<file path="src/rtl/chacha20_stream.sv">
// chacha20_stream: XORs a 32-bit word stream with ChaCha20 keystream blocks produced by an attached core.
// One 512-bit block is buffered at a time; the next block is requested only after its 16th word is used.
module chacha20_stream #(
  parameter int ROUNDS = 20
) (
  input  logic         i_clk,
  input  logic         i_rst,
  input  logic         i_init,
  input  logic [255:0] i_key,
  input  logic [63:0]  i_nonce,
  input  logic [63:0]  i_init_counter,
  input  logic         i_in_valid,
  output logic         o_in_ready,
  input  logic [31:0]  i_in_data,
  output logic         o_out_valid,
  input  logic         i_out_ready,
  output logic [31:0]  o_out_data,
  output logic         o_core_start,
  output logic [255:0] o_core_key,
  output logic [63:0]  o_core_nonce,
  output logic [63:0]  o_core_index,
  input  logic         i_core_done,
  input  logic [511:0] i_core_out
);
  typedef enum logic [1:0] {IDLE, START, WAIT, STREAM} state_t;
  state_t         r_state;
  logic [63:0]    r_counter;
  logic [511:0]   r_buf;
  logic [3:0]     r_idx;
  logic           r_wait_first;
  logic           w_in_hs;
  logic           w_out_hs;
  logic [31:0]    w_word;
  if (ROUNDS < 2 || ROUNDS % 2 != 0) begin : g_rounds_check
    $error("chacha20_stream: ROUNDS must be a positive even number");
  end
  // init and reset take priority, so no input word may be accepted in their cycle
  assign o_in_ready = (r_state == STREAM) && !i_init && !i_rst && (!o_out_valid || i_out_ready);
  assign w_in_hs    = i_in_valid && o_in_ready;
  assign w_out_hs   = o_out_valid && i_out_ready;
  assign w_word     = r_buf[{~r_idx, 5'b0} +: 32];
  for (genvar i = 0; i < 8; i++) begin : g_index
    assign o_core_index[8*i +: 8] = r_counter[56-8*i +: 8];
  end
  always_ff @(posedge i_clk) begin
    if (i_rst) begin
      r_state      <= IDLE;
      o_out_valid  <= 1'b0;
      o_core_start <= 1'b0;
      o_out_data   <= '0;
      r_counter    <= '0;
      r_idx        <= '0;
      o_core_key   <= '0;
      o_core_nonce <= '0;
      r_wait_first <= 1'b0;
    end else if (i_init) begin
      o_core_key   <= i_key;
      o_core_nonce <= i_nonce;
      r_counter    <= i_init_counter;
      r_idx        <= '0;
      o_out_valid  <= 1'b0;
      o_core_start <= 1'b1;
      r_state      <= START;
    end else begin
      o_core_start <= 1'b0;
      if (w_out_hs) o_out_valid <= 1'b0;
      case (r_state)
        START: begin
          r_wait_first <= 1'b1;
          r_state      <= WAIT;
        end
        // a done in the first WAIT cycle belongs to a run that init aborted
        WAIT: begin
          r_wait_first <= 1'b0;
          if (i_core_done && !r_wait_first) begin
            r_buf   <= i_core_out;
            r_idx   <= '0;
            r_state <= STREAM;
          end
        end
        STREAM: begin
          if (w_in_hs) begin
            o_out_data  <= i_in_data ^ w_word;
            o_out_valid <= 1'b1;
            r_idx       <= r_idx + 4'd1;
            if (r_idx == 4'd15) begin
              r_counter    <= r_counter + 64'd1;
              o_core_start <= 1'b1;
              r_state      <= START;
            end
          end
        end
        default: r_state <= IDLE;
      endcase
    end
  end
endmodule
</file>
<file path="config.mk">
export PLATFORM = sky130hd
export DESIGN_NAME = chacha20_stream
export DESIGN_NICKNAME = d
export VERILOG_FILES = /design/src/rtl/chacha20_stream.sv
export SDC_FILE = /design/constraint.sdc
export NUM_CORES = 1
export LEC_CHECK = 0
export ABC_AREA = 1
export BUFFER_PORTS_ARGS = -buffer_cell sky130_fd_sc_hd__buf_2
export CORE_AREA = 5 5 518 520
export DETAILED_ROUTE_END_ITERATION = 10
export DIE_AREA = 0 0 523 525
export GPL_TIMING_DRIVEN = 0
export HOLD_SLACK_MARGIN = 0.12
export PLACE_DENSITY = 0.3
export REMOVE_ABC_BUFFERS = 1
export SLEW_MARGIN = 20
export SYNTH_ARGS = -nofsm -noshare
export SYNTH_HDL_FRONTEND = slang
export SYNTH_SLANG_ARGS = --single-unit
</file>
<file path="constraint.sdc">
create_clock -name i_clk -period 86.8 [get_ports i_clk]
set_clock_uncertainty 0.1 [all_clocks]
set_input_delay 13.02 -clock i_clk [delete_from_list [all_inputs] [get_ports i_clk]]
set_output_delay 13.02 -clock i_clk [all_outputs]
set_load 0.05 [all_outputs]
</file>
## Yosys cells after proc, flatten, opt, wreduce, memory -nomap -nowiden

Index checks and enable logic that the tools add are counted.

| operators by class | value |
|---|---|
| shifts and indexed selects | 1 |
| bitwise logic cells | 4 |
| eq/ne operators | 10 |
| $add $sub $neg | 2 |
| reduce and logical (&&, ||, !) cells | 24 |
| multiplexer cells | 20 |

Operators by type and width:

| kind | number |
|---|---|
| 512-bit by 10-bit indexed part select with 32-bit output | 1 |
| 64-bit 2-to-1 mux | 4 |
| 64-bit by 1-bit adder with 64-bit output (second input constant) | 1 |
| 32-bit XOR | 1 |
| 3-bit AND reduction | 5 |
| 2-bit nonzero test | 5 |
| 1-bit 2-to-1 mux | 8 |
| 4-bit 2-to-1 mux | 2 |
| 4-bit one-hot mux with 2 select lines | 1 |
| 1-bit logical AND | 6 |
| 2-bit 2-to-1 mux | 3 |
| 3-bit inequality test (second input constant) | 2 |
| 2-bit one-hot mux with 3 select lines | 1 |
| 4-bit by 1-bit adder with 4-bit output (second input constant) | 1 |
| 2-bit equality test (second input constant) | 2 |
| 4-bit equality test (second input constant) | 1 |
| 1-bit zero test | 4 |
| 2-bit inequality test (second input constant) | 2 |
| 4-bit inverter | 1 |
| 4-bit AND reduction | 1 |
| 3-bit by 2-bit inequality test with 1-bit output (second input constant) | 1 |
| 2-bit by 1-bit equality test with 1-bit output (second input constant) | 1 |
| 2-bit by 1-bit inequality test with 1-bit output (second input constant) | 1 |
| 1-bit inverter | 2 |
| other kinds (4) | 4 |

| storage, ports and cells | value |
|---|---|
| bits in registers | 937 |
| word-level logic and storage cells | 72 |
| bits of input ports | 934 |

## Depth between registers and ports, before layout

Gate-level depths: netlist of the first run.

| logic depth | value |
|---|---|
| depth in word-level cells | 8 |
| gate-level depth with buffers | 15 |

## Worst setup path before layout of the first run

OpenSTA, ideal clock, no wires.

| timing path | value |
|---|---|
| path kind | input to register |
| start | in i_core_done |
| end | reg r_buf[0], enable pin |
| slack | 50.672 ns |
| cell stages on the path | 4 |
| data arrival time | 34.615 ns |
| library setup time | 1.413 ns |
| data required time | 85.287 ns |
| path through | nand2_1 nor2_1 inv_1 nor2_1 |

| on the way | value |
|---|---|
| longest elaborated chain between the ends | 2 |

RTL lines:

| element | line | text |
|---|---|---|
| start, declared | 22 | `input logic i_core_done,` |
| 1-bit logical AND | 75 | `if (i_core_done && !r_wait_first) begin` |
| 4-bit AND reduction (no source line) | n/a |  |
| end signal, assigned | 76 | `r_buf <= i_core_out;` |
| end, declared | 28 | `logic [511:0] r_buf;` |

Every way passes these cells.
A chain may end at the register's enable or synchronous reset.

## Worst setup path in the final report of the first run

| timing path | value |
|---|---|
| start | in i_rst |
| end | out o_in_ready |

| on the way | value |
|---|---|
| longest elaborated chain between the ends | 3 |

RTL lines:

| element | line | text |
|---|---|---|
| start, declared | 7 | `input logic i_rst,` |
| 1-bit zero test | 38 | `assign o_in_ready = (r_state == STREAM) && !i_init && !i_rst && (!o_out_valid \|\| i_out_ready);` |
| 1-bit logical AND (2 in a row) | 38 |  |
| end, declared | 13 | `output logic o_in_ready,` |

Every way passes these cells.

==> flow_metrics.tcl, run 1 <==
set metrics [dict create \
    worstHoldEndpoint "o_core_key[124]" \
    htreeDepth 4 \
    cap_violations 0 \
    drtIter0Drc 2409 \
    yosysTopAreaCell "edfxtp_1" \
    final_cells 9334 \
    clk_latency_ps 780 \
    rsz0062_at_grt "false" \
    wl_mm 226 \
    die_area_mm2 0.275 \
    port-buffer-count 1352 \
    end_kind "primary output" \
    dr_total_vias 36298 \
    avgSynthCellArea_um2 8.88 \
    yosys_warnings 0 \
    ctsHoldBuffers 0 \
    synth_seq_cells 937 \
    grt_util_all_layers_pct 15.7 \
    grt_start_max_net_pins 167 \
    overflow 0 \
    cts_tree "done" \
    min_period_ps 27870 \
    finalSetupViolations 0 \
    drtAntennaViolNets 0 \
    synth-async-reset-ratio_pct 0 \
    synthDistinctLibCells 43 \
    post_cts_buffers 0 \
    vias_per_cell 3.89 \
    clk_pin_slew_worst_paths_ps 50 \
    fp.dieW_um 523 \
    pwr-share-clk_pct 47.1 \
    seq_area_frac_synth_pct 62.0 \
    routabilityCongestion 0.860 \
    worstSetupPathType "in -> out" \
    cp.required_ps 73680 \
    cp_top_family "buffers and inverters" \
    cp_num_buf_inv 4 \
    status "finished, final reports clean" \
    tns_ps 0 \
    synthTopCellsByArea "edfxtp_1, dfxtp_1, nor2_1" \
    synth_cells 4341 \
    critPathLaunchType "input port" \
    finalCritPeriodShare_pct 32.1 \
    worstPathMaxFanout 42 \
    die_h_um 525 \
    finalHoldViolations 0 \
    core_mm2 0.264 \
    cpPeakStageDelay_ps 470 \
    r2r-end "o_out_data[11]" \
    drc 0 \
    worstPathArrival_ps 14750 \
    start_util_pct 14.6 \
    avgRoutedWirePerCell_um 24.2 \
    grt_pass1_vias 36137 \
    slew_headroom_pct 26.7 \
    cts-resized-gates 0 \
    antenna_found_initial 302 \
    path_depth 6 \
    crit_chain "buf_8 -> buf_16 -> nor2_4 -> inv_1 -> nor2_1 -> buf_2" \
    r2r_slack_ps 83530 \
    finalNetCount 6577 \
    maxSlewViolCount 0 \
    ios 1353 \
    power_frac_seq_pct 41.8 \
    max_slew.worst_pin.slew_ps 1100 \
    min-delay-start "o_core_key[124]" \
    p_int_mw 0.848 \
    synth_top_area_share_pct 39.9 \
    hold_depth 2 \
    min_path_type "reg -> reg" \
    cts.sinks 937 \
    p_sw_share_pct 27.7 \
    pwr_density_cell_mw_per_mm2 21.5 \
    r2r_start "r_idx[0]" \
    ctsLongestPathBuffers 4 \
    dr.pass1.iters 6 \
    peakVddDrop_mv 0.0119 \
    p_sw_mw 0.325 \
    p_leak_nw 22.5 \
    fmax_mhz 35.9 \
    rows 189 \
    grt_pass1_wl_mm 303 \
    hpwl_mm 174 \
    dp_cells 9030 \
    cts_made_buffers 140 \
    combPwrFrac_pct 11.1 \
    cp_slowest_cell "nor2_1" \
    synth_edf_count 512 \
    areaGrowthSynthToFinish_pct 41.3 \
    reg2regPathDepth 11 \
    syn_area_mm2 0.0385 \
    layout-drive-gt1-share_pct 29.1 \
    synthFlopType "edfxtp_1" \
    cts-root-buf "clkbuf_16" \
]
[sequential cells by signal, summed over array words and instances, names as in the netlist]
register	count
o_core_key	256
o_core_nonce	64
o_core_start	1
o_out_data	32
o_out_valid	1
r_buf	512
r_counter	64
r_idx	4
r_state	2
r_wait_first	1
[layer usage]
| metal | routed length, um | up-vias | global-route usage [%] | part of all wire [%] |
|---|---|---|---|---|
| li1 | - | 17068 | - | - |
| met1 | 86800 | 16890 | 17.6 | 38 |
| met2 | 109000 | 1512 | 27.3 | 48 |
| met3 | 23200 | 572 | 6.92 | 10 |
| met4 | 5800 | 256 | 3.33 | 2.6 |
| met5 | 1480 | - | 0 | 0.65 |
[worst max path at each step]
stage / from / endpoint
after floorplan: i_core_done / r_buf[0]
after global placement: i_init / r_buf[266]
after detailed placement: i_rst / o_in_ready
after CTS: i_rst / o_in_ready
after global routing: i_rst / o_in_ready
final: i_rst / o_in_ready
[power groups by stage]
stage          Sequential [mW]  Clock (mW)  Combinational [mW]
2_1_floorplan            0.541           0              0.0285
3_3_place_gp             0.502           0               0.133
3_5_place_dp             0.499           0               0.132
4_1_cts                  0.490       0.579               0.133
5_1_grt                  0.491       0.594               0.139
6_report                 0.490       0.552               0.130
[cells in the final DEF (no fill, tap or decap), drive strengths merged, types with 18 or more instances in the layout]
cell type,netlist,routed
o21ai,615,615
nor2,1410,1410
nand4,18,18
a21oi,53,53
inv,167,176
clkbuf,139,194
nand2,608,608
dfxtp,425,425
diode,0,63
nand3,194,194
edfxtp,512,512
clkinv,1,32
buf,111,1406
o211ai,39,39
[stage by stage]
stage	hold WS, ps	power (mW)	cell area [um2]	setup WS [ps]	utilization [%]
global placement	371	0.636	48600	33560	18.4
floorplan	354	0.569	37400	50670	-
global route	409	1.22	54400	58750	20.6
finish	390	1.17	54500	58930	20.7
detailed placement	377	0.631	50000	58650	19.0
CTS	396	1.20	54300	58660	20.6
[tightest hold or removal path: stages, from the launching register on]
cell and delay (ps):
dfxtp_1 320, o21ai_0 70, nor2_1 70
[synth_stat cells, types with 14 or more instances]
cell type	instances
nand2_1	599
dfxtp_1	425
inv_1	140
inv_2	26
buf_1	14
nand3_1	194
o21ai_0	609
o211ai_1	39
nor2_1	1392
a21oi_1	51
buf_4	17
clkbuf_1	138
nand4_1	17
edfxtp_1	512
buf_2	69
[area by class of cell]
cell class                 count  area, um2
multi-input combinational   2986      12900
fill                       29495     209000
tap                         3533       4420
antenna                       63        158
clock inverter                47        377
clock buffer                 194       3940
sequential                   937      23900
inverter                     168        684
timing repair buffer        1406       8120
[kinds of logic (layout without fill, tap and decap cells)]
family          count (synthesis)  count (layout)  synth area share [%]
simple gates                 2250            2250                  23.2
xor+xnor                        5               5                 0.114
flops                         937             937                  62.0
other cells                     0              63                     0
buf+inv                       418            1815                  4.68
fa+ha+maj                       4               4                 0.130
compound gates                727             727                  9.88
No activity file was read; power rests on OpenSTA's default activity.
==> run 2, diff against run 1 <==
--- a/config.mk
+++ b/config.mk
@@ -5,11 +5,11 @@
 export SDC_FILE = /design/constraint.sdc
 export NUM_CORES = 1
 export LEC_CHECK = 0
-export ABC_AREA = 1
+export ABC_AREA = 0
 export BUFFER_PORTS_ARGS = -buffer_cell sky130_fd_sc_hd__buf_2
-export CORE_AREA = 5 5 518 520
+export CORE_AREA = 5 5 530 532
 export DETAILED_ROUTE_END_ITERATION = 10
-export DIE_AREA = 0 0 523 525
+export DIE_AREA = 0 0 535 537
 export GPL_TIMING_DRIVEN = 0
 export HOLD_SLACK_MARGIN = 0.12
 export PLACE_DENSITY = 0.3
==> constraint.sdc (replaced) <==
create_clock -name i_clk -period 26.9 [get_ports i_clk]
set_clock_uncertainty 0.1 [all_clocks]
set_input_delay 4.035 -clock i_clk [delete_from_list [all_inputs] [get_ports i_clk]]
set_output_delay 4.035 -clock i_clk [all_outputs]
set_load 0.05 [all_outputs]
==> run 2 against run 1 <==
  * Global-route usage fell by 2.1 points
  * Count of clock-buffer cells in the layout fell by 15
  * Core utilization fell by 1.6 points
  * First-iteration DRC count fell by 41%
  * Wire length fell by 9.3%
  * Power rose to 3.2 times the previous value
  * Final area fell by 3.6%
  * Via count fell by 24%
  * Sequential cell count did not move
  * Die area rose by 4.6%
  * Sequential power rose to 3.2 times the previous value
  * Final cell count fell by 17%
==> flow_metrics.tcl, run 2 <==
set metrics [dict create \
    pwr-share-clk_pct 47.8 \
    cpPeakStageDelay_ps 610 \
    worstSetupPathType "in -> out" \
    synthTopCellsByArea "edfxtp_1, dfxtp_1, mux2i_1" \
    min-delay-start "o_core_key[108]" \
    fmax_mhz 89.4 \
    top_regs "r_buf: 512 flops, o_core_key: 256 flops" \
    ctsLongestPathBuffers 4 \
    finalCritPeriodShare_pct 41.6 \
    areaGrowthSynthToFinish_pct 46.3 \
    routabilityCongestion 0.826 \
    htreeDepth 4 \
    cp_top_family "buffers and inverters" \
    grt_pass1_vias 28630 \
    antenna_found_initial 307 \
    final_cells 7788 \
    layout-drive-gt1-share_pct 43.7 \
    path_common_cell "buf_16" \
    pre_cts_slack_ps 15660 \
    worstPathMaxFanout 104 \
    tns_ps 0 \
    wl_mm 205 \
    nFillCells 30264 \
    p_int_mw 2.72 \
    grt_start_max_net_pins 105 \
    clk_pin_slew_worst_paths_ps 50 \
    min_path_type "reg -> reg" \
    maxSlewViolCount 0 \
    finish.utilization_pct 19.1 \
    dr.pass1.iters 5 \
    placed_area_mm2 0.0480 \
    core_mm2 0.276 \
    grt_util_all_layers_pct 13.6 \
    cp_num_buf_inv 5 \
    cp.required_ps 22760 \
    worstPathArrival_ps 7050 \
    synth_top_area_share_pct 42.8 \
    cts-root-buf "clkbuf_16" \
    cts.sinks 937 \
    ctsHoldBuffers 0 \
    port-buffer-count 1352 \
    cp_slowest_cell "nand2_1" \
    hpwl_mm 166 \
    end_kind "primary output" \
    synth_cells 2541 \
    grt_pass1_wl_mm 266 \
    die_area_mm2 0.287 \
    cts_tree "done" \
    power.total_mw 3.71 \
    min_period_ps 11180 \
    synth-async-reset-ratio_pct 0 \
    syn_area_mm2 0.0359 \
    clk_latency_ps 780 \
    synthFlopType "edfxtp_1" \
    pwr_density_cell_mw_per_mm2 70.6 \
    avgRoutedWirePerCell_um 26.3 \
    vias_per_cell 3.55 \
    ios 1353 \
    drtAntennaViolNets 0 \
    hold_slack_ps 385 \
    r2r-end "r_counter[49]" \
    cts-resized-gates 0 \
    fp.dieW_um 535 \
    power_frac_seq_pct 42.5 \
    fin_ws_ps 15720 \
    max_slew.worst_pin.slew_ps 1210 \
    peakVddDrop_mv 0.0495 \
    finalHoldViolations 0 \
    dp_cells 7489 \
    critPathLaunchType "input port" \
    drc 0 \
    r2r_start "r_counter[14]" \
    cap_violations 0 \
    reg2regPathDepth 5 \
    finalSetupViolations 0 \
    die_h_um 537 \
    post_cts_buffers 0 \
    synth_common_cells "edfxtp_1, dfxtp_1, nor2_1, mux2i_1, mux4_2" \
    largest_reg_flops 512 \
    rows 193 \
    r2r_slack_ps 22940 \
    dr_total_vias 27663 \
    fin_area_mm2 0.0525 \
    seq_area_frac_synth_pct 66.5 \
    synth_seq_cells 937 \
    status "finished, final reports clean" \
    crit_chain "buf_8 -> buf_16 -> buf_16 -> clkinv_4 -> nand2_1 -> nor3_1 -> buf_2" \
    start_util_pct 13.0 \
    p_sw_mw 0.988 \
    yosysTopAreaCell "edfxtp_1" \
    synth_edf_count 512 \
    combPwrFrac_pct 9.7 \
    p_leak_nw 20.8 \
    yosys.cell_count.top_type "edfxtp_1" \
    drtIter0Drc 1410 \
    slew_headroom_pct 18.9 \
    regMostFlops "r_buf" \
    hold_depth 2 \
    finalNetCount 4858 \
    final_cell_mix "buf_2, edfxtp_1, dfxtp_1" \
    overflow 0 \
    p_sw_share_pct 26.6 \
    cts_made_buffers 134 \
    rsz0062_at_grt "false" \
    yosys_warnings 0 \
    worstHoldEndpoint "o_core_key[108]" \
    final_common_cell "buf_2" \
    synthDistinctLibCells 60 \
    avgSynthCellArea_um2 14.1 \
]
run 2: cell type report:
cell class	instances	area, um2	area share [%]
inverter	17	71.3	0.136
timing repair buffer	1404	8050	15.3
antenna	72	180	0.343
sequential	937	23900	45.5
tap	3705	4640	8.83
clock buffer	179	3750	7.14
clock inverter	48	547	1.04
multi-input combinational	1426	11400	21.7
run 2: kinds of logic after synthesis:
kind of cell | Yosys count | share of synthesized area, %
buf+inv | 178 | 1.92
fa+ha+maj | 4 | 0.139
simple gates | 677 | 8.64
xor+xnor | 48 | 1.17
compound gates | 238 | 4.30
mux | 459 | 17.3
flops | 937 | 66.5
run 2: power by group through the flow:
stage	Sequential (mW)	Combinational (mW)	Clock [mW]
2_1_floorplan	1.72	0.0606	0
3_3_place_gp	1.61	0.396	0
3_5_place_dp	1.61	0.373	0
4_1_cts	1.58	0.374	1.86
5_1_grt	1.58	0.385	1.90
6_report	1.58	0.361	1.77
run 2: worst max-delay path by stage:
stage | start | endpoint | cells after the start
after floorplan | i_init | r_buf[0] | 3
after global placement | i_init | r_buf[163] | 4
after detailed placement | i_rst | o_in_ready | 7
after CTS | i_rst | o_in_ready | 7
after global routing | i_rst | o_in_ready | 7
final | i_rst | o_in_ready | 7
run 2: layer usage:
metal  track usage, %  share of wire (%)
met5                0               0.96
met4             3.95                3.2
met3             7.78                 13
met2             24.4                 50
met1             13.2                 33
run 2: worst min-delay path: stages (launching register included):
cell and delay, ps:
dfxtp_1 320, mux2i_1 60, nor2_1 70
